===== src/rtl/req_encoder.sv =====
// ---------------------------------------------------------------------------
// req_encoder
//
// Sequential N-to-log2(N) request encoder. Request bits are accumulated into
// a pending register, and one binary index per transfer is issued on a
// valid/ready output port. Each bit is cleared as it is issued.
//
// Parameters:
//   N  number of request lines (power of two, 2..16)
//   W  width of the encoded index, derived as $clog2(N)
//
// Ports:
//   clk         rising-edge clock
//   rst         asynchronous, active-high reset
//   req_in      request bits, sampled every cycle (several may be set)
//   code_out    encoded index of the issued request
//   code_valid  code_out holds an unconsumed index
//   code_ready  consumer accepts code_out this cycle when code_valid=1
//   pending     requests captured but not yet issued
//   busy        |pending OR code_valid
//
// Configuration macro:
//   REQ_ENC_ROUND_ROBIN_EN  when defined, the search starts one past the
//                           last issued index and wraps (round robin).
//                           When undefined, the lowest set index always
//                           wins and no grant pointer is built.
// ---------------------------------------------------------------------------
module req_encoder #(
    parameter  int N = 4,
    localparam int W = $clog2(N)
) (
    input  logic         clk,
    input  logic         rst,
    input  logic [N-1:0] req_in,
    output logic [W-1:0] code_out,
    output logic         code_valid,
    input  logic         code_ready,
    output logic [N-1:0] pending,
    output logic         busy
);

    typedef enum logic {
        EMPTY = 1'b0,
        FULL  = 1'b1
    } state_t;

    state_t       state;
    state_t       state_next;
    logic         load;
    logic [W-1:0] sel_idx;
    logic [W-1:0] start_idx;
    logic [N-1:0] clear_mask;

`ifdef REQ_ENC_ROUND_ROBIN_EN
    logic [W-1:0] grant_ptr;

    // The pointer holds the last issued index, so the search begins one past
    // it. N is a power of two, so the W-bit add wraps modulo N for free.
    assign start_idx = grant_ptr + W'(1);

    always_ff @(posedge clk or posedge rst) begin
        if (rst) begin
            grant_ptr <= W'(N - 1);
        end else if (load) begin
            grant_ptr <= sel_idx;
        end
    end
`else
    assign start_idx = '0;
`endif

    // Walk the offsets from highest to lowest so that the last assignment,
    // which is the smallest offset from start_idx, wins. Only the registered
    // pending vector is searched; req_in of this cycle is not yet eligible.
    always_comb begin
        sel_idx = '0;
        for (int i = N - 1; i >= 0; i--) begin
            if (pending[start_idx + W'(i)]) begin
                sel_idx = start_idx + W'(i);
            end
        end
    end

    // Next-state logic: a new index is loaded whenever the output slot is
    // empty or is being consumed this cycle, provided something is pending.
    always_comb begin
        state_next = state;
        load       = 1'b0;
        case (state)
            EMPTY: begin
                if (|pending) begin
                    load       = 1'b1;
                    state_next = FULL;
                end
            end
            FULL: begin
                if (code_ready) begin
                    if (|pending) begin
                        load = 1'b1;
                    end else begin
                        state_next = EMPTY;
                    end
                end
            end
            default: begin
                state_next = EMPTY;
            end
        endcase
    end

    // Bit to clear from pending on the edge that loads code_out.
    always_comb begin
        clear_mask = '0;
        if (load) begin
            clear_mask = N'(1) << sel_idx;
        end
    end

    // State, pending and code registers. OR-ing req_in after the clear makes
    // a bit that is issued and re-requested on the same edge stay pending.
    always_ff @(posedge clk or posedge rst) begin
        if (rst) begin
            state    <= EMPTY;
            pending  <= '0;
            code_out <= '0;
        end else begin
            state   <= state_next;
            pending <= (pending & ~clear_mask) | req_in;
            if (load) begin
                code_out <= sel_idx;
            end
        end
    end

    // Outputs are decoded from registers only.
    always_comb begin
        code_valid = (state == FULL);
        busy       = (|pending) | (state == FULL);
    end

endmodule


===== config.mk =====
export PLATFORM = sky130hd
export DESIGN_NAME = req_encoder
export DESIGN_NICKNAME = d
export VERILOG_FILES = /design/src/rtl/req_encoder.sv
export SDC_FILE = /design/constraint.sdc
export NUM_CORES = 1
export LEC_CHECK = 0
export ABC_AREA = 1
export CAP_MARGIN = 0
export CORE_AREA = 2 2 39 41
export DETAILED_ROUTE_END_ITERATION = 8
export DIE_AREA = 0 0 41 43
export HOLD_SLACK_MARGIN = 0.05
export SLEW_MARGIN = 10
export SYNTH_ARGS = -nofsm -noshare
export SYNTH_HDL_FRONTEND = slang
export SYNTH_SLANG_ARGS = --single-unit
export TNS_END_PERCENT = 30

===== constraint.sdc =====
create_clock -name clk -period 1.3 [get_ports clk]
set_clock_uncertainty 0.05 [all_clocks]
set_input_delay 0.325 -clock clk [delete_from_list [all_inputs] [get_ports clk]]
set_output_delay 0.325 -clock clk [all_outputs]
set_load 0.05 [all_outputs]

## Yosys cells after proc, flatten, opt, wreduce, memory -nomap -nowiden

Index checks and enable logic that the tools add are counted.
Widths: inputs -> output; s select.

| word-level totals | value |
|---|---|
| logic and storage cells | 20 |
| bits in registers | 7 |
| output and inout port bits | 8 |
| input bits | 7 |

| operators by class | value |
|---|---|
| bitwise logic cells | 5 |
| muxes and demuxes | 10 |
| reduce and logical (&&, ||, !) cells | 1 |
| shifts and indexed selects | 1 |

Operators with widths:

| operator | count |
|---|---|
| $mux 2 | 4 |
| $and 4x4->4 | 1 |
| $mux 4 | 1 |
| $not 4->4 | 1 |
| $or 4x4->4 | 1 |
| $pmux 1 s2 | 2 |
| $reduce_or 4->1 | 1 |
| $shl 1x2->4 const A | 1 |
| $mux 1 | 3 |
| $not 1->1 | 1 |
| $or 1x1->1 | 1 |

## Logic depth before layout (Yosys ltp)

| logic depth | value |
|---|---|
| depth after elaboration | 9 |
| gate-level depth with buffers | 6 |
| mapped depth without buffers | 6 |

## Worst setup path before layout

No wires, ideal clock.

| path | value |
|---|---|
| kind | reg-to-output |
| start point | reg pending[1] |
| end point | out busy |
| data arrival time | 1.255 ns |
| required time | 0.925 ns |
| stages on the path, launching flop included | 5 |
| path slack | -0.330 ns |
| path through | dfrtp_1 -> nor2_1 -> nand2_2 -> inv_1 -> nand2_1 |

| on the way | value |
|---|---|
| longest elaborated chain between the ends | 2 |

RTL lines:

| item | RTL line | RTL |
|---|---|---|
| start, declared | 38 | `output logic [N-1:0] pending,` |
| start signal, assigned | 128 | `pending <= (pending & ~clear_mask) \| req_in;` |
| $reduce_or 4->1 | 138 | `busy = (\|pending) \| (state == FULL);` |
| $or 1x1->1 | 138 |  |
| end, declared | 39 | `output logic busy` |

No other way between the ends.

## Worst setup path in the final report

| path | value |
|---|---|
| start point | reg pending[3] |
| end point | out busy |

Same word-level chain as after synthesis.

==> results.md <==
- Crit Path Class: register to output port
- Register share of total power: 41.0%
- Crit end category: output port
- RePlAce Congestion: 0.804
- Num CTS Buffers: 3
- # port buffers: 14
- CP startpoint: pending[3]
- Synth top area share: 51.7%
- Switching pwr: 0.158 mW
- Die Span Y: 43 um
- Yosys cell types: 11
- Reg clk slew, reported paths: 50 ps
- Switching share of power: 27.1%
- Synthesized netlist net count: 52
- Maximum vdd ir drop: 496 uV
- Via count: 345
- Final worst path period need: 1470 ps
- GR Overflow Total: 0
- Final hold violation count: 0
- Syn-to-layout area delta: 102%
- Seq/Total Area, Yosys: 51.7%
- Antenna violations before repair: 0
- Fin. max-slew vios: 0
- Synth area leaders: dfrtp_1, nand2_1, inv_1
- First-pass GRT wire length: 1.21 mm
- Sink Count: 7
- Initial Util: 24.5%
- Io pins: 15
- Mapped Area: 339 sq um
- Residual DRC count: 0
- Die width: 41 um
- Syn Inst Count: 45
- Reg2reg start: pending[0]
- Worst Setup Slack, final: -171 ps
- Routed wire length: 735 um
- # rows: 14
- Fmax achieved: 680 MHz
- Wire length per cell: 8.55 um
- CP Launch Type: register
- Leak: 0.368 nW
- Vias in the first global route: 347
- Worst EP required: 930 ps
- Htree depth: 1
- N_diodes: 0
- Via density: 4.01
- Root Driver: clkbuf_4
- Max cap viols: 0
- Clock tree buffer depth: 2
- Post-cts hold buffer count: 0
- Post-DRT Antenna Nets: 0
- Placement Cell Area: 631 sq um
- Pin count of the biggest net entering global routing: 8
- # fillers: 133
- # nets final: 78
- Core Area: 1380 sq um
- Tightest Pin Transition: 267 ps
- Period utilization: 113%
- TritonCTS clock tree: built
- Total track usage: 10.4%
- Hold slack: 261 ps
- Share of layout cells above drive strength 1: 48.6%
- Largest area contributor in the netlist: dfrtp_1
- Post-DP HPWL: 593 um
- # setup viols final: 4
- DRT Pass-1 Iters: 1
- Avg Cell Area, Syn: 7.54 sq um
- DRT iter0 DRCs: 0
- Gate power share: 26.3%
- Clock network power share: 32.8%
- Worst Path Max Fanout: 2
- Fin util: 49.5%
- Failing checks: setup timing
- Clock latency on the worst-skew pair: 250 ps
- Pre-CTS setup slack: -46.3 ps
- Worst Hold Class: primary input to async pin
- Die area: 1760 sq um
- Total power per unit cell area: 851 nW/um^2
- Final instance area: 684 sq um
- RSZ-0062 raised after global routing: true
- Status: complete, but fails checks
- Post-synthesis register bit count: 7
- Synthesis Warnings: 0
- Critical Path AT: 1100 ps
- Internal power: 0.424 mW
- Slew headroom: 82.2%
## registers in the layout, summed over array words and instances (netlist names)
register and cells:
pending 4, code_out 2, code_valid 1
## worst max-delay path: stages (launching register included)
cell and delay, ps:
dfrtp_2 410, nor2_2 120, nand2_2 70, inv_2 70
nand2_4 50, buf_8 140
## cells in the final DEF (no fill, tap or decap)
master           Yosys  routed
a21oi_1              1       1
buf_12               0       7
buf_4                0       5
buf_6                0       2
buf_8                0       1
clkbuf_1             0       1
clkbuf_4             0       3
clkdlybuf4s50_1      0       6
dfrtp_1              7       2
dfrtp_2              0       5
inv_1                7       6
inv_2                3       4
nand2_1             15      14
nand2_2              3       3
nand2_4              0       1
nand3_1              1       1
nor2_1               4       2
nor2_2               1       2
nor2_4               0       1
o21ai_0              1       1
o21bai_1             2       2
## per-stage QoR
step	cells	TNS, ps	total power, mW
6_report	86	-325	0.583
5_1_grt	86	-476	0.615
4_1_cts	85	-276	0.590
3_5_place_dp	81	-198	0.390
3_3_place_gp	81	-116	0.389
2_1_floorplan	45	0	0.307
## cell type report
type                            count  area (sq um)  area share [%]
Multi-Input combinational cell     28           144            21.0
Timing Repair Buffer               21           275            40.2
Inverter                           10          37.5            5.48
Clock buffer                        4          26.3            3.84
Sequential cell                     7           181            26.5
Tap cell                           16          20.0            2.93
## metal layers
metal,GRT usage [%],part of all wire [%],routed length (um),vias up
met3,7.85,7.6,56,0
met4,2.00,0,0,0
met2,15.3,53,389,10
met1,11.9,39,290,154
li1,-,-,-,181
met5,0,0,0,-
## worst paths after layout
path / cells after the start / slack, ps / end
min: 2 / 260 / code_out[1]
max reg2reg: 8 / 120 / pending[3]
min reg2reg: 2 / 500 / code_out[1]
max in group asynchronous: 2 / 710 / pending[0]
min in group clk: 2 / 500 / code_out[1]
max: 5 / -170 / busy
## cell families after synthesis
logic type	Yosys count	synth area share (%)
simple gates	24	29.9
buf+inv	10	11.1
flops	7	51.7
compound gates	4	7.38
## synth_stat cells (all sizes together)
cell type and n:
a21oi 1, dfrtp 7, inv 10, nand2 18
nand3 1, o21ai 1, o21bai 2, nor2 5
## power by group through the flow
stage,registers (mW),logic (mW),clock network [mW]
3_3_place_gp,0.241,0.147,0
5_1_grt,0.239,0.163,0.213
3_5_place_dp,0.242,0.148,0
2_1_floorplan,0.277,0.0296,0
4_1_cts,0.239,0.150,0.201
6_report,0.239,0.153,0.191
## what timing repair did
action | 4_1_cts | 5_1_grt
gates resized for setup | 3 | 2
buffers inserted | 0 | 1
endpoints found under the hold margin | 0 | 0
pin swaps | 4 | 3
endpoints found under the setup margin | 5 | 5
Note: power is estimated with default switching activity, not from simulation.
